### src/rtl/rx_resp_pkg.sv
`default_nettype none
// ============================================================================
// Module   : rx_resp_pkg
// Purpose  : Shared constants, index-width helper and response record layout
// Revision : 1.0
// ============================================================================
package rx_resp_pkg;

    localparam int OP_ID_W     = 8;
    localparam int IDX_W_MAX   = 8;
    localparam int DATA_W_MAX  = 32;

    function automatic int idx_w(input int n);
        return (n <= 1) ? 1 : $clog2(n);
    endfunction

    // Widest record layout; the collector packs only the bits its
    // parameters need into the response queue.
    typedef struct packed {
        logic [OP_ID_W-1:0]    op_id;
        logic [IDX_W_MAX-1:0]  idx;
        logic                  is_wr;
        logic [DATA_W_MAX-1:0] data;
    } resp_t;

endpackage
`default_nettype wire

### src/rtl/resp_fifo.sv
`default_nettype none
// ============================================================================
// Module   : resp_fifo
// Purpose  : Power-of-two response queue, no bypass, head reads 0 when empty
// Revision : 1.0
// ============================================================================
module resp_fifo #(
    parameter  int DEPTH = 4,
    parameter  int WIDTH = 8,
    localparam int PTR_W = $clog2(DEPTH),
    localparam int CNT_W = PTR_W + 1
) (
    input  logic             clk,
    input  logic             rst_n,
    input  logic             push,
    input  logic [WIDTH-1:0] push_data,
    input  logic             pop,
    output logic [WIDTH-1:0] head_data,
    output logic             full,
    output logic             empty,
    output logic [CNT_W-1:0] count,
    output logic             overflow
);

    logic [WIDTH-1:0] r_mem [DEPTH];
    logic [PTR_W-1:0] r_wr_ptr;
    logic [PTR_W-1:0] r_rd_ptr;
    logic [CNT_W-1:0] r_count;
    logic             w_pop;
    logic             w_push;

    assign full      = (r_count == CNT_W'(DEPTH));
    assign empty     = (r_count == '0);
    assign count     = r_count;
    assign head_data = empty ? '0 : r_mem[r_rd_ptr];

    // A pop in the same cycle frees the slot a push into a full queue needs.
    assign w_pop     = pop & ~empty;
    assign w_push    = push & (~full | w_pop);
    assign overflow  = push & full & ~w_pop;

    always_ff @(posedge clk) begin
        if (w_push) begin
            r_mem[r_wr_ptr] <= push_data;
        end
    end

    always_ff @(posedge clk) begin
        if (!rst_n) begin
            r_wr_ptr <= '0;
            r_rd_ptr <= '0;
            r_count  <= '0;
        end else begin
            if (w_push) begin
                r_wr_ptr <= r_wr_ptr + PTR_W'(1);
            end
            if (w_pop) begin
                r_rd_ptr <= r_rd_ptr + PTR_W'(1);
            end
            case ({w_push, w_pop})
                2'b10:   r_count <= r_count + CNT_W'(1);
                2'b01:   r_count <= r_count - CNT_W'(1);
                default: r_count <= r_count;
            endcase
        end
    end

endmodule
`default_nettype wire

### src/rtl/rx_resp_collector.sv
`default_nettype none
// ============================================================================
// Module   : rx_resp_collector
// Purpose  : Tracks switch accesses, queues ordered responses; RX_WR_ACK_EN adds write acks
// Revision : 1.0
// ============================================================================
module rx_resp_collector
    import rx_resp_pkg::*;
#(
    parameter  int NUM_SW_INST = 5,
    parameter  int W_WIDTH     = 8,
    parameter  int RD_LAT      = 2,
    parameter  int RESP_DEPTH  = 4,
    localparam int IDX_W       = idx_w(NUM_SW_INST),
    localparam int CNT_W       = $clog2(RESP_DEPTH) + 1
) (
    input  logic                           clk,
    input  logic                           rst_n,
    input  logic [NUM_SW_INST-1:0]         sel_en_in,
    input  logic [NUM_SW_INST*OP_ID_W-1:0] op_id_in,
    input  logic                           wr_rd_s,
    input  logic [W_WIDTH-1:0]             rd_data,
    output logic                           resp_valid,
    input  logic                           resp_ready,
    output logic [OP_ID_W-1:0]             resp_op_id,
    output logic [IDX_W-1:0]               resp_inst,
    output logic                           resp_is_wr,
    output logic [W_WIDTH-1:0]             resp_data,
    output logic [CNT_W-1:0]               resp_count,
    output logic                           stall_out,
    input  logic                           clr_err,
    output logic                           overflow_err,
    output logic                           protocol_err
);

    localparam int REC_W = OP_ID_W + IDX_W + 1 + W_WIDTH;
    localparam int AL    = RD_LAT - 1;

    logic [IDX_W-1:0]   w_sel_idx;
    logic [OP_ID_W-1:0] w_sel_op;
    logic               w_sel_any;
    logic               w_sel_multi;
    logic               w_issue;

    logic               r_pv   [RD_LAT];
    logic [OP_ID_W-1:0] r_pop  [RD_LAT];
    logic [IDX_W-1:0]   r_pidx [RD_LAT];
    logic               r_pwr  [RD_LAT];

    logic [31:0]        w_inflight;
    logic               w_push;
    logic               w_rec_wr;
    logic [REC_W-1:0]   w_push_rec;
    logic [REC_W-1:0]   w_head;
    logic               w_empty;
    logic               w_full;
    logic               w_overflow;
    logic               r_overflow_err;
    logic               r_protocol_err;

    always_comb begin
        w_sel_idx = '0;
        w_sel_op  = '0;
        for (int i = 0; i < NUM_SW_INST; i++) begin
            if (sel_en_in[i]) begin
                w_sel_idx = IDX_W'(i);
                w_sel_op  = op_id_in[i*OP_ID_W +: OP_ID_W];
            end
        end
    end

    // x & (x-1) is non-zero exactly when more than one bit is set.
    assign w_sel_any   = |sel_en_in;
    assign w_sel_multi = |(sel_en_in & (sel_en_in - NUM_SW_INST'(1)));
    assign w_issue     = w_sel_any & ~w_sel_multi;

    always_ff @(posedge clk) begin
        if (!rst_n) begin
            for (int s = 0; s < RD_LAT; s++) begin
                r_pv[s] <= 1'b0;
            end
        end else begin
            r_pv[0] <= w_issue;
            for (int s = 1; s < RD_LAT; s++) begin
                r_pv[s] <= r_pv[s-1];
            end
        end
    end

    always_ff @(posedge clk) begin
        r_pop[0]  <= w_sel_op;
        r_pidx[0] <= w_sel_idx;
        r_pwr[0]  <= wr_rd_s;
        for (int s = 1; s < RD_LAT; s++) begin
            r_pop[s]  <= r_pop[s-1];
            r_pidx[s] <= r_pidx[s-1];
            r_pwr[s]  <= r_pwr[s-1];
        end
    end

    always_comb begin
        w_inflight = '0;
        for (int s = 0; s < RD_LAT; s++) begin
            w_inflight = w_inflight + 32'(r_pv[s]);
        end
    end

    assign stall_out = (32'(resp_count) + w_inflight) >= 32'(RESP_DEPTH);

`ifdef RX_WR_ACK_EN
    assign w_push   = r_pv[AL];
    assign w_rec_wr = r_pwr[AL];
`else
    // Writes still occupy a stage for stall accounting but never queue.
    assign w_push   = r_pv[AL] & ~r_pwr[AL];
    assign w_rec_wr = 1'b0;
`endif

    assign w_push_rec = {r_pop[AL], r_pidx[AL], w_rec_wr,
                         (r_pwr[AL] ? '0 : rd_data)};

    resp_fifo #(
        .DEPTH (RESP_DEPTH),
        .WIDTH (REC_W)
    ) u_resp_fifo (
        .clk       (clk),
        .rst_n     (rst_n),
        .push      (w_push),
        .push_data (w_push_rec),
        .pop       (resp_ready),
        .head_data (w_head),
        .full      (w_full),
        .empty     (w_empty),
        .count     (resp_count),
        .overflow  (w_overflow)
    );

    assign resp_valid = ~w_empty;
    assign {resp_op_id, resp_inst, resp_is_wr, resp_data} = w_head;

    // A new error event in a clearing cycle must win over the clear.
    always_ff @(posedge clk) begin
        if (!rst_n) begin
            r_overflow_err <= 1'b0;
            r_protocol_err <= 1'b0;
        end else begin
            r_overflow_err <= (r_overflow_err & ~clr_err) | (w_overflow & ~(w_full & 1'b0));
            r_protocol_err <= (r_protocol_err & ~clr_err) | w_sel_multi;
        end
    end

    assign overflow_err = r_overflow_err;
    assign protocol_err = r_protocol_err;

endmodule
`default_nettype wire

### config.mk
export PLATFORM = sky130hd
export DESIGN_NAME = rx_resp_collector
export DESIGN_NICKNAME = d
export VERILOG_FILES = /design/src/rtl/rx_resp_pkg.sv /design/src/rtl/resp_fifo.sv /design/src/rtl/rx_resp_collector.sv
export SDC_FILE = /design/constraint.sdc
export NUM_CORES = 1
export LEC_CHECK = 0
export CORE_ASPECT_RATIO = 1.4
export CORE_MARGIN = 5
export CORE_UTILIZATION = 45
export CTS_BUF_LIST = sky130_fd_sc_hd__clkbuf_2
export DETAILED_ROUTE_END_ITERATION = 16
export PLACE_DENSITY = 0.73
export SETUP_SLACK_MARGIN = 0.05
export SYNTH_ARGS = -nofsm -noshare
export SYNTH_HDL_FRONTEND = slang
export SYNTH_SLANG_ARGS = --single-unit
### constraint.sdc
create_clock -name clk -period 3.1 [get_ports clk]
set_clock_uncertainty 0.2 [all_clocks]
set_input_delay 0.465 -clock clk [delete_from_list [all_inputs] [get_ports clk]]
set_output_delay 0.465 -clock clk [all_outputs]
set_load 0.02 [all_outputs]
# After elaboration in Yosys (flattened, before gate mapping)
# Memory sizes are Yosys's and may differ from the RTL's. A register that Yosys moved wholly into a read port is not among the register bits.
# Index checks and enable logic that the tools add are counted.
dict set report totals {
  register_bits 9
  output_inout_bits 27
  ramBits 102
  mem_count 5
}
dict set report op_classes {
  muxes 20
  n_reduce_logical 4
  magnitude_cmp 1
  n_eq_ne 3
  bitwise_logic 20
  add_sub_neg 7
}
# memory depth word_bits read_ports rd_ports_with_merged_regs wr line
set memory_table {}
lappend memory_table {u_resp_fifo.r_mem 4 19 1 1 1 resp_fifo.sv:25} ;# logic [WIDTH-1:0] r_mem [DEPTH];
lappend memory_table {r_pop 2 8 2 0 2 rx_resp_collector.sv:46} ;# logic [OP_ID_W-1:0] r_pop [RD_LAT];
lappend memory_table {r_pidx 2 3 2 0 2 rx_resp_collector.sv:47} ;# logic [IDX_W-1:0] r_pidx [RD_LAT];
lappend memory_table {r_pv 2 1 2 0 2 rx_resp_collector.sv:45} ;# logic r_pv [RD_LAT];
lappend memory_table {r_pwr 2 1 2 0 2 rx_resp_collector.sv:48} ;# logic r_pwr [RD_LAT];
# cell count
set ops {}
lappend ops {{$mux W8} 6}
lappend ops {{$mux W20} 1}
lappend ops {{$reduce_or A5 Y1} 2}
lappend ops {{$and A1 B1 Y1} 8}
lappend ops {{$mux W2} 4}
lappend ops {{$mux W1} 7}
lappend ops {{$not A1 Y1} 6}
lappend ops {{$pmux W3 S2} 1}
lappend ops {{$and A5 B5 Y5} 1}
lappend ops {{$or A1 B1 Y1} 5}
lappend ops {{$sub A5 B1 Y5 const B} 1}
lappend ops {{$add A2 B1 Y2 const B} 2}
lappend ops {{$add A3 B2 Y4} 1}
lappend ops {{$ge A4 B3 Y1 const B} 1}
lappend ops {{$add A3 B1 Y3 const B} 1}
lappend ops {{$eq A3 B3 Y1 const B} 1}
lappend ops {{$logic_not A3 Y1} 1}
lappend ops {{$mux W3} 1}
lappend ops {{$sub A3 B1 Y3 const B} 1}
lappend ops {{$add A1 B1 Y2} 1}
lappend ops {{$eq A2 B1 Y1 const B} 1}
lappend ops {{$eq A2 B2 Y1 const B} 1}
lappend ops {{$reduce_bool A2 Y1} 1}

# Depth between registers and ports, before layout
dict set report depth {
  word_depth 7
  ltp_mapped 9
}

# Hierarchy
# A second synthesis with hierarchy kept.
dict set report unflattened {
  hier_cells 296
  hier_area_um2 4636.9
}
# module n_inst seq_area_each_um2 area_each_um2 cells_each
set modules_own_cells {}
lappend modules_own_cells {resp_fifo 1 2582.5 3524.6 181}
lappend modules_own_cells {rx_resp_collector 1 560.5 1112.3 115}

# Worst setup path before layout
# No wires, ideal clock.
dict set report synth_path {
  kind {flip-flop to flip-flop}
  startpoint {register u_resp_fifo.r_count[2], in the netlist u_resp_fifo.count[2]}
  endpoint {register u_resp_fifo.r_count[2], in the netlist u_resp_fifo.count[2]}
  arrival_time_ns 2.144
  n_path_buf 0
  t_required_ns 2.829
  slack_ns 0.685
  setup_ns 0.071
  path_stages_with_launch 10
  path_cell_list {dfxtp_1 -> nor4b_2 -> nor2_1 -> inv_1 -> ha_1 -> inv_1 -> fa_1 -> xor2_1 -> or3_1 -> a21oi_1}
}
dict set report synth_via {
  elab_chain_cells 7
}
# element line
set synth_lines {}
lappend synth_lines {{start: declaration} resp_fifo.sv:28} ;# logic [CNT_W-1:0] r_count;
lappend synth_lines {{start signal: assignment} resp_fifo.sv:61} ;# 2'b10: r_count <= r_count + CNT_W'(1);
lappend synth_lines {{start signal: assignment} resp_fifo.sv:62} ;# 2'b01: r_count <= r_count - CNT_W'(1);
lappend synth_lines {{start signal: assignment} resp_fifo.sv:63} ;# default: r_count <= r_count;
lappend synth_lines {{$logic_not A3 Y1} resp_fifo.sv:33} ;# assign empty = (r_count == '0);
lappend synth_lines {{$not A1 Y1} resp_fifo.sv:38} ;# assign w_pop = pop & ~empty;
lappend synth_lines {{$and A1 B1 Y1} resp_fifo.sv:38}
lappend synth_lines {{$or A1 B1 Y1} resp_fifo.sv:39} ;# assign w_push = push & (~full | w_pop);
lappend synth_lines {{$and A1 B1 Y1} resp_fifo.sv:39}
lappend synth_lines {{$eq A2 B1 Y1 / $eq A2 B2 Y1 (equally long branches)} resp_fifo.sv:60} ;# case ({w_push, w_pop})
lappend synth_lines {{$pmux W3 S2 / $reduce_bool A2 Y1 (equally long branches)} n/a}
# Several ways; a longest one is shown, not always the timed one.
# A chain may end at the register's enable or synchronous reset.

==> impl_metrics.env <==
export IMPL_grt_max_degree=21
export IMPL_run_status="finished clean"
export IMPL_crit_fanout=10
export IMPL_wl_met3_um=453
export IMPL_grt_antenna_before_repair=1
export IMPL_syn_instance_count=277
export IMPL_power_density_nw_per_um2=467
export IMPL_dieArea_um2=11900
export IMPL_syn_to_final_growth_pct=25.7
export IMPL_fin_setup_tns_ps=0
export IMPL_hold_viol=0
export IMPL_final_cells=517
export IMPL_drtIter0Drc=159
export IMPL_path_clk_slew_ps=140
export IMPL_wl_per_cell_um=15.2
export IMPL_overflow=0
export IMPL_setup_viol=0
export IMPL_tritoncts="done"
export IMPL_syn_area_per_cell_um2=15.9
export IMPL_row_count=42
export IMPL_yosysWarnings=0
export IMPL_ys_async_sr_fraction=0
export IMPL_path_class="reg -> out"
export IMPL_ctsRootBufferMaster="clkbuf_2"
export IMPL_period_minus_slack_ps=2860
export IMPL_layout_drive_gt1_share=0.164
export IMPL_worst_setup_path_start_kind="flop"
export IMPL_dpl_hpwl_um=5260
export IMPL_placedCellCount=482
export IMPL_fmax_mhz=349
export IMPL_ioPinCount=85
export IMPL_fin_nets=436
export IMPL_wirelength_um=7860
export IMPL_drc=0
export IMPL_ir_drop_mv=0.228
export IMPL_worstSetupEndpointType="output port"
export IMPL_hold_class="reg -> reg"
export IMPL_slew_headroom=0.323
export IMPL_numCtsBuffers=17
export IMPL_p_leak_nw=1.99
export IMPL_grt_pass1_vias=2732
export IMPL_synth_edf_count=76
export IMPL_gp_congestion=0.723
export IMPL_coreArea_um2=9510
export IMPL_clock_sinks=113
export IMPL_most_common_layout_cells="edfxtp_1, clkdlybuf4s50_1, dfxtp_1, clkbuf_2, nor2b_1"
export IMPL_final_max_slew_viol_count=0
export IMPL_synth_cell_type_count=41
export IMPL_worstSkewPairLatency_ps=610
export IMPL_syn_num_nets=342
export IMPL_max_cap_violations=0
export IMPL_start_util=0.463
export IMPL_io_buffers=83
export IMPL_fp_dieW_um=93.6
export IMPL_ys_ff_latch=113
export IMPL_finalPower_mw=2.59
export IMPL_highest_layer="met4"
export IMPL_rsz0062_at_grt="no"
export IMPL_critPathRequiredTime_ps=2430
export IMPL_final_common_cell="edfxtp_1"
export IMPL_drtAntennaViolNets=0
export IMPL_grt_pass1_wl_um=12900
export IMPL_ys_seq_area_frac=0.686
export IMPL_reg2reg_setup_slack_ps=710
export IMPL_die_height_um=127
export IMPL_m1WireLength_um=3070
export IMPL_finalCritPeriodShare=0.923
export IMPL_synth_area_um2=4410
export IMPL_critPathArrivalTime_ps=2200
export IMPL_vias_per_cell=5.00
export IMPL_dr_pass1_iters=6
export IMPL_grt_use_total=0.143
export IMPL_synthFlopType="edfxtp_1"
export IMPL_vias=2587
export IMPL_routed_wl_met2_um=4240
export IMPL_clockBufferDepth=2
export IMPL_tightest_slew_ps=1020
export IMPL_h_tree_depth=4
==> logic make-up after synthesis <==
family	share of synthesized area
flip-flops	0.686
AND/OR/NAND/NOR	0.0894
AO/OA/AOI/OAI	0.0630
buffers and inverters	0.0298
multiplexers	0.0971
adder cells (fa/ha/maj)	0.0238
XOR/XNOR	0.00994
other	0.000851
==> metal layers <==
metal  global-route usage  up-vias
met3               0.0488        6
li1                     -     1250
met2                0.248       87
met1                0.160     1244
met5                    0        -
met4               0.0595        0
==> cell type report <==
cell class                      count  area (um2)
Antenna cell                        1        2.50
Timing Repair Buffer               89         885
Tap cell                          132         165
Sequential cell                   113        3030
Clock buffer                       30         150
Multi-Input combinational cell    138        1260
Clock inverter                      2        8.76
Fill cell                         800        3970
Inverter                           12        45.0
==> state kept, by name (all words and copies together) (netlist names), named ones only <==
signal,flops
overflow_err,1
u_resp_fifo.r_mem,76
protocol_err,1
r_pop,16
r_pwr,2
u_resp_fifo.r_rd_ptr,2
u_resp_fifo.r_wr_ptr,2
r_pv,2
u_resp_fifo.count,3
r_pidx,6
==> worst paths after layout <==
| kind | start | endpoint | cells past startpoint |
|---|---|---|---|
| worst max-delay path | flop | resp_op_id[6] | 4 |
| worst min-delay path | r_pop[0][0]$_DFF_P_ | r_pop[0][8]$_DFF_P_ | 0 |
| worst max register to register | r_pwr[0][1]$_DFF_P_ | u_resp_fifo.count[2]$_SDFFE_PN0P_ | 9 |
| worst min register to register | r_pop[0][0]$_DFF_P_ | r_pop[0][8]$_DFF_P_ | 0 |
==> through the flow <==
stage	cell area [um2]	hold WS, ps	utilization	setup slack (ps)
finish	5540	135	0.582	238
global placement	5360	112	0.564	320
floorplan	4410	110	-	685
CTS	5500	6.76	0.578	104
global route	5540	144	0.582	45.5
detailed placement	5360	112	0.564	271
==> synth_stat cells, types with 3 or more instances <==
cell	instances	area share
nor2b_1	28	0.040
o22ai_1	7	0.0099
nor2_1	13	0.011
clkbuf_1	5	0.0043
nand2b_1	3	0.0043
a222oi_1	7	0.016
o21ai_0	3	0.0034
inv_1	12	0.010
nand3_1	3	0.0034
mux4_2	19	0.097
dfxtp_1	37	0.17
and3_1	4	0.0057
ha_1	6	0.017
buf_2	5	0.0057
xor2_1	5	0.0099
a21oi_1	15	0.017
edfxtp_1	76	0.52
==> power by group <==
group | total (mW) | switching [mW] | internal, mW
Sequential | 1.67 | 0.0240 | 1.65
Clock | 0.694 | 0.445 | 0.249
Combinational | 0.222 | 0.0927 | 0.129
Total | 2.59 | 0.562 | 2.02
==> critical path: stages, from the launching register on <==
cell and delay [ps]:
dfxtp_2 430, buf_12 170, mux4_2 520, nor2b_1 140, dlygate4sd2_1 320
==> repair_timing <==
item | 4_1_cts | 5_1_grt
setup buffers | 0 | 0
hold endpoints to repair | 0 | 1
resized for setup | 20 | 1
cloned | 0 | 1
hold buffers | 0 | 1
endpoints found under the setup margin | 20 | 12
Note: power is estimated with default switching activity, not from simulation.
